`src/rtl/mips_pc_sequencer.sv`:
```
// Program-counter sequencer: PC register, next-PC selection (sequential/branch/j/jr),
// stall hold and a BOOT/RUN/HALT exception FSM with latched cause, EPC and double-fault detection.
module mips_pc_sequencer #(
  parameter int unsigned       ADDR_W       = 32,
  parameter logic [ADDR_W-1:0] RESET_VECTOR = 'h0040_0000,
  parameter logic [ADDR_W-1:0] EXC_VECTOR   = 'h0040_0180,
  parameter int unsigned       N_EXC        = 3,
  parameter bit                HALT_ON_EXC  = 1'b1,
  localparam int unsigned      CW           = $clog2(N_EXC + 1)
) (
  input  logic              clk,
  input  logic              rst_n,
  input  logic              i_stall,
  input  logic              i_branch_taken,
  input  logic [ADDR_W-1:0] i_imm32,
  input  logic              i_jump,
  input  logic [25:0]       i_inst_index,
  input  logic              i_jr,
  input  logic [ADDR_W-1:0] i_jr_target,
  input  logic [N_EXC-1:0]  i_exc_req,
  input  logic              i_exc_ack,
  input  logic              i_resume,
  output logic [ADDR_W-1:0] o_pc,
  output logic [ADDR_W-1:0] o_pc_plus4,
  output logic              o_pc_valid,
  output logic              o_halted,
  output logic              o_exc_valid,
  output logic              o_exc_pending,
  output logic [CW-1:0]     o_exc_cause,
  output logic [ADDR_W-1:0] o_epc
);

  typedef enum logic [1:0] {
    BOOT = 2'd0,
    RUN  = 2'd1,
    HALT = 2'd2
  } state_t;

  localparam logic [ADDR_W-1:0] LOW_MASK  = ADDR_W'(28'hFFF_FFFF);
  localparam logic [ADDR_W-1:0] FOUR      = ADDR_W'(4);
  localparam logic [CW-1:0]     MISALIGN  = CW'(N_EXC);

  state_t            r_state;
  state_t            w_nextState;
  logic [ADDR_W-1:0] r_pc;
  logic [ADDR_W-1:0] r_epc;
  logic [CW-1:0]     r_excCause;
  logic              r_excPending;
  logic              r_excValid;

  logic [ADDR_W-1:0] w_pcPlus4;
  logic [ADDR_W-1:0] w_branchTgt;
  logic [ADDR_W-1:0] w_jumpTgt;
  logic [ADDR_W-1:0] w_nextPc;
  logic [CW-1:0]     w_hwCause;
  logic [CW-1:0]     w_excCode;
  logic              w_hwExc;
  logic              w_misalignJr;
  logic              w_take;
  logic              w_doubleFault;
  logic              w_toHalt;
  logic              w_resumeNow;

  assign w_pcPlus4   = r_pc + FOUR;
  assign w_branchTgt = w_pcPlus4 + (i_imm32 << 2);
  assign w_jumpTgt   = (w_pcPlus4 & ~LOW_MASK) | ADDR_W'({i_inst_index, 2'b00});

  // Lowest-numbered external request wins; misaligned jr only counts when no external request.
  always_comb begin
    w_hwCause = '0;
    for (int i = N_EXC - 1; i >= 0; i--) begin
      if (i_exc_req[i]) w_hwCause = CW'(i);
    end
  end

  assign w_hwExc       = |i_exc_req;
  assign w_misalignJr  = i_jr & (i_jr_target[1:0] != 2'b00);
  assign w_excCode     = w_hwExc ? w_hwCause : MISALIGN;
  assign w_take        = (r_state == RUN) & (w_hwExc | w_misalignJr);
  assign w_doubleFault = w_take & r_excPending & ~i_exc_ack;
  assign w_toHalt      = w_take & (HALT_ON_EXC | w_doubleFault);
  assign w_resumeNow   = (r_state == HALT) & i_resume;

  always_ff @(posedge clk or negedge rst_n) begin
    if (!rst_n) r_state <= BOOT;
    else        r_state <= w_nextState;
  end

  always_comb begin
    w_nextState = r_state;
    w_nextPc    = r_pc;
    case (r_state)
      BOOT: w_nextState = RUN;
      RUN: begin
        if (w_take) begin
          if (w_toHalt) w_nextState = HALT;
          else          w_nextPc    = EXC_VECTOR;
        end else if (i_stall) begin
          w_nextPc = r_pc;
        end else if (i_jr) begin
          w_nextPc = i_jr_target;
        end else if (i_jump) begin
          w_nextPc = w_jumpTgt;
        end else if (i_branch_taken) begin
          w_nextPc = w_branchTgt;
        end else begin
          w_nextPc = w_pcPlus4;
        end
      end
      HALT: begin
        if (i_resume) begin
          w_nextState = RUN;
          w_nextPc    = r_epc + FOUR;
        end
      end
      default: w_nextState = BOOT;
    endcase
  end

  // A new exception outranks a same-cycle acknowledge, so pending stays set.
  always_ff @(posedge clk or negedge rst_n) begin
    if (!rst_n) begin
      r_pc         <= RESET_VECTOR;
      r_epc        <= '0;
      r_excCause   <= '0;
      r_excPending <= 1'b0;
      r_excValid   <= 1'b0;
    end else begin
      r_pc       <= w_nextPc;
      r_excValid <= w_take;
      if (w_take) begin
        r_epc        <= r_pc;
        r_excCause   <= w_excCode;
        r_excPending <= 1'b1;
      end else if (w_resumeNow || i_exc_ack) begin
        r_excPending <= 1'b0;
      end
    end
  end

  assign o_pc          = r_pc;
  assign o_pc_plus4    = w_pcPlus4;
  assign o_pc_valid    = (r_state == RUN);
  assign o_halted      = (r_state == HALT);
  assign o_exc_valid   = r_excValid;
  assign o_exc_pending = r_excPending;
  assign o_exc_cause   = r_excCause;
  assign o_epc         = r_epc;

endmodule

```
`config.mk`:
```
export PLATFORM = sky130hd
export DESIGN_NAME = mips_pc_sequencer
export DESIGN_NICKNAME = d
export VERILOG_FILES = /design/src/rtl/mips_pc_sequencer.sv
export SDC_FILE = /design/constraint.sdc
export NUM_CORES = 1
export LEC_CHECK = 0
export CORE_UTILIZATION = 38
export DETAILED_ROUTE_END_ITERATION = 12
export GPL_TIMING_DRIVEN = 0
export PLACE_DENSITY = 0.68
export SYNTH_ARGS = -nofsm -noshare
export SYNTH_HDL_FRONTEND = slang
export SYNTH_SLANG_ARGS = --single-unit
export TNS_END_PERCENT = 50
```
`constraint.sdc`:
```
create_clock -name clk -period 7 [get_ports clk]
set_input_delay 1.75 -clock clk [delete_from_list [all_inputs] [get_ports clk]]
set_output_delay 1.75 -clock clk [all_outputs]
set_load 0.01 [all_outputs]
```
==> metrics.txt <==
Post-CTS Repair Setup Buffers=0; Min Clock Period, post-route=5.17 ns; TritonCTS clock tree=yes; Synth async-reset ratio=100%; Slew Viols, Final=0; run status=complete, no violations; Peak VDD IR=0.215 mV; distinct cell type count after synthesis=68; via count of the first global-routing pass=6687; die span in x=131 µm; maximum level of the CTS H-tree=3; Gate Count Post-Synth=830; TritonCTS Buffers=9; DRT antenna net count=0; final number of hold-violating endpoints=0; Worst Hold Class=reg -> reg; post-cts repair resize count=0; kind of cell adding the most delay to the critical path=simple AND/OR/NAND/NOR gates; GRT Residual Overflow=0; CP max FO=6; period utilisation layout=73.9%; share of post-route cells with drive strength above 1=3.54%; Netlist Area Pre-Place=6360 µm²; Clock Path Buffers=2; clk sinks=70; count of buffer and inverter cells on the critical path=1; total number of placement rows=46; Seq/Total Area, Yosys=27.6%; total of buffers placed on input and output ports=199; placeable core region=16100 µm²; number of antenna violations at the first check in global routing=1; WL/cell=19.3 µm; Initial Util=39.4%; yosys warns=0; worst setup skew after layout=0.00450 ns; design area=8970 µm²; post-detailed-route via-to-cell ratio=5.61; final layout net count=1179; number of flip-flops and latches in the synthesized netlist=70; first-pass GRT wire length=37400 µm; total vias in the final route=7081; global routing usage summed across all routing layers=28.0%; buffer cell driving the clock tree root=sky130_fd_sc_hd__clkbuf_16; Area Overhead vs Synth=41.1%; Worst Setup Start Kind=flip-flop; sequence of cells on the critical path=ha_1 > and4_1 > nand3_1 > nor3_2 > nand4_1 > or2_1 > xnor2_1 > clkdlybuf4s50_1; # DRC=0; Crit path largest cell delay=0.63 ns; post-detailed-routing wire length=24300 µm; Leak Pwr=3.70 nW; achievable frequency=193 MHz; final estimated routing congestion in global placement=0.923; unrepaired setup endpoints after global routing=no; mean post-synth cell area=7.66 µm²; detailed-routing iteration count for the pre-antenna-repair pass=5; data arrival time of the critical path=3.42 ns; insertion delay of the later-clocked pin in the worst-skew pair=0.34 ns; headroom to the max-slew limit=39.5%; Data required, critical path=5.25 ns; total cell area at the placement stage=8620 µm²; worst hold slack=0.498 ns; worst setup path class=reg -> out; number of enable flip-flop cells after synthesis=0; clock slew at the register clock pins of the worst setup and hold paths=0.05 ns; Crit. End Element=output pin; number of inserted filler cells in the final layout=1543; pin count of the biggest net entering global routing=71; slowest stage cell, crit path=sky130_fd_sc_hd__clkdlybuf4s50_1; leading register cell type out of synthesis=sky130_fd_sc_hd__dfrtp_1; pin slew with the least headroom to its limit=0.908 ns; number of I/O pins=203; cell area power density=439 nW/µm²; final setup fails=0; DRT iter0 DRCs=657; Hold Buf Count CTS=0; height of the die=131 µm; summed negative setup slack over all endpoints=0 ns; total power draw=0.00394 W; synthesized net count=969; number of max-cap violations=0; overall die area=17200 µm²; HPWL after DPL=19500 µm
cell usage after synthesis, types with 3 or more instances:
master | n | area share, %
sky130_fd_sc_hd__or3_1 | 4 | 0.39
sky130_fd_sc_hd__a21o_1 | 14 | 1.7
sky130_fd_sc_hd__inv_1 | 18 | 1.1
sky130_fd_sc_hd__o21ai_1 | 15 | 1.2
sky130_fd_sc_hd__o311ai_0 | 3 | 0.41
sky130_fd_sc_hd__xor2_1 | 31 | 4.3
sky130_fd_sc_hd__mux2i_1 | 8 | 1.3
sky130_fd_sc_hd__a221oi_1 | 3 | 0.41
sky130_fd_sc_hd__nor2b_1 | 7 | 0.69
sky130_fd_sc_hd__o22ai_1 | 9 | 0.89
sky130_fd_sc_hd__nor3_1 | 10 | 0.79
sky130_fd_sc_hd__ha_1 | 37 | 7.3
sky130_fd_sc_hd__a31oi_1 | 11 | 1.1
sky130_fd_sc_hd__o21ai_0 | 41 | 3.2
sky130_fd_sc_hd__a211o_1 | 3 | 0.41
sky130_fd_sc_hd__and3_1 | 15 | 1.5
sky130_fd_sc_hd__o211ai_1 | 14 | 1.7
sky130_fd_sc_hd__and4_1 | 7 | 0.96
sky130_fd_sc_hd__dfrtp_1 | 69 | 27
sky130_fd_sc_hd__o21bai_1 | 4 | 0.47
sky130_fd_sc_hd__nor2_1 | 53 | 3.1
sky130_fd_sc_hd__a21oi_1 | 52 | 4.1
sky130_fd_sc_hd__clkbuf_1 | 32 | 1.9
sky130_fd_sc_hd__xnor2_1 | 48 | 6.6
sky130_fd_sc_hd__o21ai_2 | 3 | 0.41
sky130_fd_sc_hd__o21a_1 | 4 | 0.47
sky130_fd_sc_hd__a211oi_1 | 14 | 1.7
sky130_fd_sc_hd__or2_1 | 3 | 0.30
sky130_fd_sc_hd__nand4_1 | 19 | 1.9
sky130_fd_sc_hd__o221ai_1 | 10 | 1.4
sky130_fd_sc_hd__o31ai_1 | 5 | 0.59
sky130_fd_sc_hd__buf_2 | 3 | 0.24
sky130_fd_sc_hd__nand2_1 | 166 | 9.8
sky130_fd_sc_hd__nand2b_1 | 10 | 0.98
sky130_fd_sc_hd__nand3_1 | 41 | 3.2
metrics by stage:
step	util [%]	setup WS (ns)	std cells
floorplan	-	2.76	830
global placement	53.5	1.73	1245
detailed placement	53.5	1.98	1245
CTS	55.6	1.87	1261
global route	55.7	1.69	1262
finish	55.7	1.83	1262
tightest hold or removal path, cell delays in order (launching register included):
cell and delay (ns):
sky130_fd_sc_hd__dfrtp_1 0.35, sky130_fd_sc_hd__nand2_1 0.05, sky130_fd_sc_hd__nand2_1 0.06
where the power goes:
part           switching [W]  internal (W)  total, W
Sequential          0.000337      0.000598  0.000935
Combinational        0.00131       0.00115   0.00246
Clock               0.000173      0.000368  0.000541
Total                0.00182       0.00212   0.00394
cell type report:
type / instances / area [µm²] / share of cell area, %
multi-input cells: 701 / 4370 / 48.7
repair buffers: 199 / 1990 / 22.2
flip-flops and latches: 70 / 1750 / 19.5
well taps: 216 / 270 / 3.01
clock buffers: 13 / 260 / 2.90
plain buffers: 39 / 158 / 1.76
clock inverters: 3 / 90.1 / 1.00
inverters: 20 / 75.1 / 0.837
diodes: 1 / 2.50 / 0.0279
logic make-up (layout without fill, tap and decap cells):
| group | Yosys count | in the layout | synth area share (%) |
|---|---|---|---|
| simple gates | 352 | 352 | 26.0 |
| compound gates | 224 | 224 | 23.1 |
| xor+xnor | 79 | 79 | 10.9 |
| flops | 70 | 70 | 27.6 |
| buf+inv | 59 | 274 | 3.66 |
| fa+ha+maj | 38 | 38 | 7.60 |
| mux | 8 | 8 | 1.26 |
| other cells | 0 | 1 | 0 |
registers in the layout, summed over array words and instances, names as in the netlist:
| signal | cells |
|---|---|
| o_epc | 32 |
| o_pc | 32 |
| o_exc_cause | 2 |
| r_state | 2 |
| o_exc_pending | 1 |
| o_exc_valid | 1 |
final timing paths:
check                      startpoint              to  slack (ns)  depth (start not counted)
max                           o_pc[3]  o_pc_plus4[24]        1.83                          8
min                          o_epc[0]        o_epc[0]        0.50                          2
max reg2reg                  o_pc[10]        o_pc[28]        2.41                         16
min reg2reg                  o_epc[0]        o_epc[0]        0.50                          2
max in group asynchronous       rst_n        o_pc[24]        4.88                          1
min in group asynchronous       rst_n     o_exc_valid        1.53                          1
layer usage:
metal / GRT usage [%] / wire (µm) / part of all wire, % / up-vias
li1: - / - / - / 3428
met1: 38.4 / 10800 / 44 / 3287
met2: 44.7 / 11000 / 45 / 321
met3: 3.47 / 1790 / 7.3 / 45
met4: 11.3 / 745 / 3.1 / 0
met5: 0 / 0 / 0 / -
layout by cell type (no fill, tap or decap), drive strengths merged, types with 3 or more instances in the layout:
cell,instances
a221oi,4
nand2,166
a21oi,52
clkdlybuf4s50,198
dfrtp,69
xnor2,48
nor2,54
or3,4
bufinv,3
or4,3
inv,19
ha,37
o221ai,10
nor4,3
clkbuf,45
and3,15
nand2b,10
a31oi,12
and4,8
mux2i,8
a211oi,15
o311ai,5
o211ai,14
nand4,19
nand3,42
a21o,14
o22ai,9
or2,5
o21a,4
o21ai,59
nor3,12
o31ai,5
o21bai,4
xor2,31
nor2b,7
a211o,3
buf,8
Note: power is estimated with default switching activity, not from simulation.
